File: src/rtl/gayle_sector_xfer.sv
// Sector transfer engine between the Gayle IDE sector FIFO and the HPS word channel.
// Optional HPS inactivity timeout: define GAYLE_XFER_TIMEOUT_EN.
module gayle_sector_xfer #(
    parameter int unsigned SECTOR_WORDS   = 256,
    parameter int unsigned TIMEOUT_CYCLES = 65535
) (
    input  logic        clk,
    input  logic        reset,
    input  logic        clk7_en,
    input  logic        start,
    input  logic        dir,
    input  logic [7:0]  sec_cnt,
    input  logic        abort,
    output logic        busy,
    output logic        done,
    output logic        drq,
    output logic        err,
    output logic [8:0]  sectors_left,
    output logic        fifo_wr,
    output logic [15:0] fifo_din,
    output logic        fifo_rd,
    input  logic [15:0] fifo_dout,
    input  logic        fifo_full,
    input  logic        fifo_empty,
    input  logic        fifo_last_in,
    input  logic        fifo_last_out,
    output logic        hps_req,
    input  logic        hps_ack,
    input  logic [15:0] hps_din,
    output logic [15:0] hps_dout
);

    localparam int unsigned CntW = $clog2(SECTOR_WORDS);
    localparam logic [CntW-1:0] LastWord = CntW'(SECTOR_WORDS - 1);

    typedef enum logic [2:0] {
        StIdle, StD2hFill, StD2hDrain, StH2dWait, StH2dPres, StH2dGap, StFinish
    } state_e;

    state_e          state_q, state_d;
    logic [8:0]      sectors_left_q, sectors_left_d;
    logic [CntW-1:0] word_cnt_q, word_cnt_d;
    logic            err_q, err_d;
    logic            last_word;
    logic            strobe_ok;
    logic            timeout;

    assign last_word = (word_cnt_q == LastWord);
    // Strobes only on real enabled cycles, and never on an abort or reset cycle.
    assign strobe_ok = clk7_en & ~abort & ~reset;

`ifdef GAYLE_XFER_TIMEOUT_EN
    localparam int unsigned ToW = $clog2(TIMEOUT_CYCLES + 1);
    logic [ToW-1:0] to_q, to_d;

    always_comb begin
        to_d    = '0;
        timeout = 1'b0;
        if ((state_q == StD2hFill || state_q == StH2dPres) && !hps_ack) begin
            to_d    = to_q + 1'b1;
            timeout = (to_d == ToW'(TIMEOUT_CYCLES));
        end
    end

    always_ff @(posedge clk) begin
        if (clk7_en) begin
            if (reset) to_q <= '0;
            else       to_q <= to_d;
        end
    end
`else
    assign timeout = 1'b0;
`endif

    always_ff @(posedge clk) begin
        if (clk7_en) begin
            if (reset) begin
                state_q        <= StIdle;
                sectors_left_q <= '0;
                word_cnt_q     <= '0;
                err_q          <= 1'b0;
            end else begin
                state_q        <= state_d;
                sectors_left_q <= sectors_left_d;
                word_cnt_q     <= word_cnt_d;
                err_q          <= err_d;
            end
        end
    end

    always_comb begin
        state_d        = state_q;
        sectors_left_d = sectors_left_q;
        word_cnt_d     = word_cnt_q;
        err_d          = err_q;
        unique case (state_q)
            StIdle: begin
                if (start) begin
                    sectors_left_d = (sec_cnt == 8'd0) ? 9'd256 : {1'b0, sec_cnt};
                    err_d          = 1'b0;
                    word_cnt_d     = '0;
                    state_d        = dir ? StH2dWait : StD2hFill;
                end
            end
            StD2hFill: begin
                if (hps_ack) begin
                    if (fifo_last_in != last_word) err_d = 1'b1;
                    if (last_word) begin
                        word_cnt_d = '0;
                        state_d    = StD2hDrain;
                    end else begin
                        word_cnt_d = word_cnt_q + 1'b1;
                    end
                end
            end
            StD2hDrain: begin
                if (fifo_empty) begin
                    sectors_left_d = sectors_left_q - 9'd1;
                    state_d        = (sectors_left_q == 9'd1) ? StFinish : StD2hFill;
                end
            end
            StH2dWait: begin
                if (fifo_full) state_d = StH2dPres;
            end
            StH2dPres: begin
                if (hps_ack) begin
                    if (fifo_last_out != last_word) err_d = 1'b1;
                    state_d = StH2dGap;
                end
            end
            StH2dGap: begin
                if (last_word) begin
                    sectors_left_d = sectors_left_q - 9'd1;
                    word_cnt_d     = '0;
                    state_d        = (sectors_left_q == 9'd1) ? StFinish : StH2dWait;
                end else begin
                    word_cnt_d = word_cnt_q + 1'b1;
                    state_d    = StH2dPres;
                end
            end
            StFinish: state_d = StIdle;
            default:  state_d = StIdle;
        endcase

        // Abort outranks any ack taken this cycle, including its error check.
        if (state_q != StIdle && abort) begin
            state_d        = StIdle;
            sectors_left_d = '0;
            word_cnt_d     = '0;
            err_d          = err_q;
        end else if (timeout) begin
            state_d        = StIdle;
            sectors_left_d = '0;
            word_cnt_d     = '0;
            err_d          = 1'b1;
        end
    end

    always_comb begin
        busy     = (state_q != StIdle);
        done     = (state_q == StFinish);
        drq      = (state_q == StD2hDrain) || (state_q == StH2dWait);
        hps_req  = (state_q == StD2hFill) || (state_q == StH2dPres);
        fifo_wr  = (state_q == StD2hFill) && hps_ack && strobe_ok;
        fifo_rd  = (state_q == StH2dPres) && hps_ack && strobe_ok;
        fifo_din = hps_din;
        hps_dout = (state_q == StH2dPres) ? fifo_dout : 16'h0000;
    end

    assign err          = err_q;
    assign sectors_left = sectors_left_q;

endmodule

File: config.mk
export PLATFORM = sky130hd
export DESIGN_NAME = gayle_sector_xfer
export DESIGN_NICKNAME = d
export VERILOG_FILES = /design/src/rtl/gayle_sector_xfer.sv
export SDC_FILE = /design/constraint.sdc
export NUM_CORES = 1
export LEC_CHECK = 0
export ABC_CLOCK_PERIOD_IN_PS = 6900
export CAP_MARGIN = 15
export CORE_UTILIZATION = 43
export CTS_BUF_LIST = sky130_fd_sc_hd__clkbuf_8
export DETAILED_ROUTE_END_ITERATION = 10
export PLACE_DENSITY = 0.9
export SYNTH_ARGS = -nofsm -noshare
export SYNTH_HDL_FRONTEND = slang
export SYNTH_SLANG_ARGS = --single-unit
File: constraint.sdc
create_clock -name clk -period 6.9 [get_ports clk]
set_clock_uncertainty 0.2 [all_clocks]
set_input_delay 1.38 -clock clk [delete_from_list [all_inputs] [get_ports clk]]
set_output_delay 1.38 -clock clk [all_outputs]
set_load 0.05 [all_outputs]
==> impl_metrics.csv <==
group,metric,value,unit
clock_network,cts_tree,"built",
setup_path,path_max_fanout,10,
grt,antenna_found_initial,0,
placed_design,dp_hpwl,3100,µm
placed_design,place_congestion,0.886,
setup_path,r2r-start,"state_q[2]$_SDFFCE_PP0P_",
setup_path,crit_path_end_kind,"primary output",
logic_synthesis,synth_area,1790,µm²
logic_synthesis,synthArstFlopShare,0,%
grt,grt_pass1_wl,6250,µm
route,ant_nets,0,
logic_synthesis,ys_seq_area_share,35.3,%
timing,fin_crit,5.08,ns
timing,relSlewSlack,50.9,%
cells_and_area,fin_area,2380,µm²
placed_design,portBuffers,66,
setup_path,crit_path_start_kind,"primary input",
logic_synthesis,syn_area_per_cell,9.66,µm²
setup_path,r2r_end,"err$_SDFFCE_PP0P_",
timing,worst_pin_slew,0.736,ns
grt,grtUsageTotal,18.4,%
timing,hold_violations,0,
logic_synthesis,syn_inst,185,
logic_synthesis,synth_nets,239,
cells_and_area,area_growth,33.2,%
clock_network,cts-buffers-inserted,3,
route,routed_wl,3850,µm
logic_synthesis,synth_cell_types,53,
placed_design,dp_cells,276,
logic_synthesis,synth_edf_count,21,
grt,grt_pass1_vias,1418,
die,num_io_pins,99,
route,drc,0,
worst_hold_path,holdPathEnd,"word_cnt_q[5]$_SDFFCE_PP0P_",
cells_and_area,drive_gt1_share,9.13,%
pwr,ir_drop,0.000113,V
setup_path,arrival,3.50,ns
placed_design,placed_area,2340,µm²
die,die_area,4420,µm²
setup_path,timing.reg2reg.setup_slack,4.41,ns
route,via_count,1494,
clock_network,htreeDepth,1,
route,first_iter_violations,73,
worst_hold_path,hold_path_depth,2,
worst_hold_path,hp-start,"word_cnt_q[5]$_SDFFCE_PP0P_",
route,routed_via_density,5.34,
logic_synthesis,synth-seq-cells,21,
clock_network,cts_setup_buffers,0,
timing,drv_slew,0,
die,start_util,44.7,%
die,fp-row-count,23,
pwr,p_per_area,168,nW/µm²
clock_network,cts_root_buf,"clkbuf_8",
pwr,p_leak,0.803,nW
timing,fin_tns_setup,0,ns
logic_synthesis,yosys_warnings,0,
setup_path,path_class,"primary input to primary output",
route,first_pass_iters,4,
die,die_w,66.5,µm
status,outcome,"complete, no violations",
setup_path,r2r_cells,4,
job,drv_cap,0,
cells_and_area,final_nets,285,
cells_and_area,final_cells,280,
timing,fin_crit_sh,73.6,%
clock_network,clock_path_buffers,2,
grt,grt_overflow,0,
clock_network,clock-sinks,21,
route,wire_per_inst,13.7,µm
die,fp.dieH,66.5,µm
timing,setup_viol,0,
timing,fmax,0.197,GHz
clock_network,clk_pin_slew_worst_paths,0.07,ns
worst_hold_path,hold_class,"flip-flop to flip-flop",
clock_network,clk_latency,0.26,ns
grt,grt_max_degree,23,
timing,rsz0062_at_grt,"no",
die,coreArea,4000,µm²
setup_path,cp_data_required_time,5.32,ns
clock_network,hold_buffers,0,
logic_synthesis,ys.flop_type,"edfxtp_1",
clock_network,cts_resized,0,
cells_and_area,n_antenna_cell,0,
synth_stat cells (4+ instances only):
| library cell | instances | share of area (%) |
|---|---|---|
| xor2_1 | 9 | 4.4 |
| buf_2 | 4 | 1.1 |
| buf_4 | 17 | 7.1 |
| inv_1 | 5 | 1.0 |
| and2_1 | 17 | 5.9 |
| nand2_1 | 5 | 1.0 |
| nand3_1 | 8 | 2.2 |
| edfxtp_1 | 21 | 35 |
| a21oi_1 | 4 | 1.1 |
| a211oi_2 | 5 | 3.5 |
| xnor2_1 | 5 | 2.4 |
| o21ai_1 | 4 | 1.1 |
| nor2_1 | 22 | 4.6 |
critical path, stage by stage:
cell and delay (ns):
clkdlybuf4s50_1 0.59, nor2_1 0.27, nand3_1 0.14, nor3b_1 0.27, clkdlybuf4s50_1 0.85
report_power, final:
group,switching (mW),internal [mW]
combinational,0.0863,0.0628
sequential,0.0189,0.154
clock,0.0376,0.0396
total,0.143,0.257
stage by stage:
stage | utilization (%) | hold slack [ns] | power, mW | setup slack, ns
final | 59.6 | 0.428 | 0.399 | 1.82
after global routing | 59.6 | 0.465 | 0.420 | 1.71
after CTS | 59.6 | 0.438 | 0.403 | 1.82
after detailed placement | 58.4 | 0.420 | 0.325 | 1.84
after global placement | 58.4 | 0.389 | 0.323 | 1.84
after floorplan | - | 0.371 | 0.298 | 2.26
worst max path at each step:
stage               startpoint  endpoint  slack (ns)  cells after the start
floorplan                reset   fifo_rd        2.26                      4
global placement         reset   fifo_wr        1.84                      5
detailed placement       reset   fifo_wr        1.84                      5
CTS                      reset   fifo_wr        1.82                      5
global route             reset   fifo_wr        1.71                      5
finish                   reset   fifo_wr        1.82                      5
cell usage in the layout (no fill, tap or decap), drive strengths merged, types with 2 or more instances in the layout:
cell	synthesis	final
a211oi	5	5
a21oi	6	6
a221oi	3	3
a311oi	2	2
a31oi	3	3
and2	17	17
and4	2	2
clkbuf	2	3
clkdlybuf4s50	0	66
edfxtp	21	21
ha	3	3
inv	5	6
nand2	5	5
nand3	8	8
nand4	2	2
nor2	22	22
nor2b	3	3
nor3	4	4
nor3b	3	3
nor4	5	5
nor4b	2	2
o21a	2	2
o21ai	5	5
xnor2	5	5
xor2	9	9
layer usage:
layer	vias to the layer above	track usage, %	wire length, µm
met4	0	4.52	40
met2	38	34.7	2020
met1	697	21.2	1590
met5	-	0	0
met3	8	3.08	188
li1	751	-	-
cell type report:
type / instances / area (µm²)
multi-input cells: 133 / 957
fillers: 355 / 1620
flip-flops and latches: 21 / 631
repair buffers: 67 / 668
well taps: 50 / 62.6
clock buffers: 3 / 41.3
inverters: 5 / 18.8
clock inverters: 1 / 3.75
state kept, by name, indices dropped and copies added, names as in the netlist:
register / cells
err: 1
sectors_left: 9
state_q: 3
word_cnt_q: 8
kinds of logic (layout without fill, tap and decap cells):
logic type / count (synthesis) / in the layout / share of synthesized area (%)
adder cells (fa/ha/maj): 4 / 4 / 2.66
multiplexers: 1 / 1 / 0.560
XOR/XNOR: 14 / 14 / 6.86
buffers and inverters: 31 / 76 / 11.2
flip-flops: 21 / 21 / 35.3
AND/OR/NAND/NOR: 80 / 80 / 27.1
AO/OA/AOI/OAI: 34 / 34 / 16.4
Power figures use the tool's default switching activity.
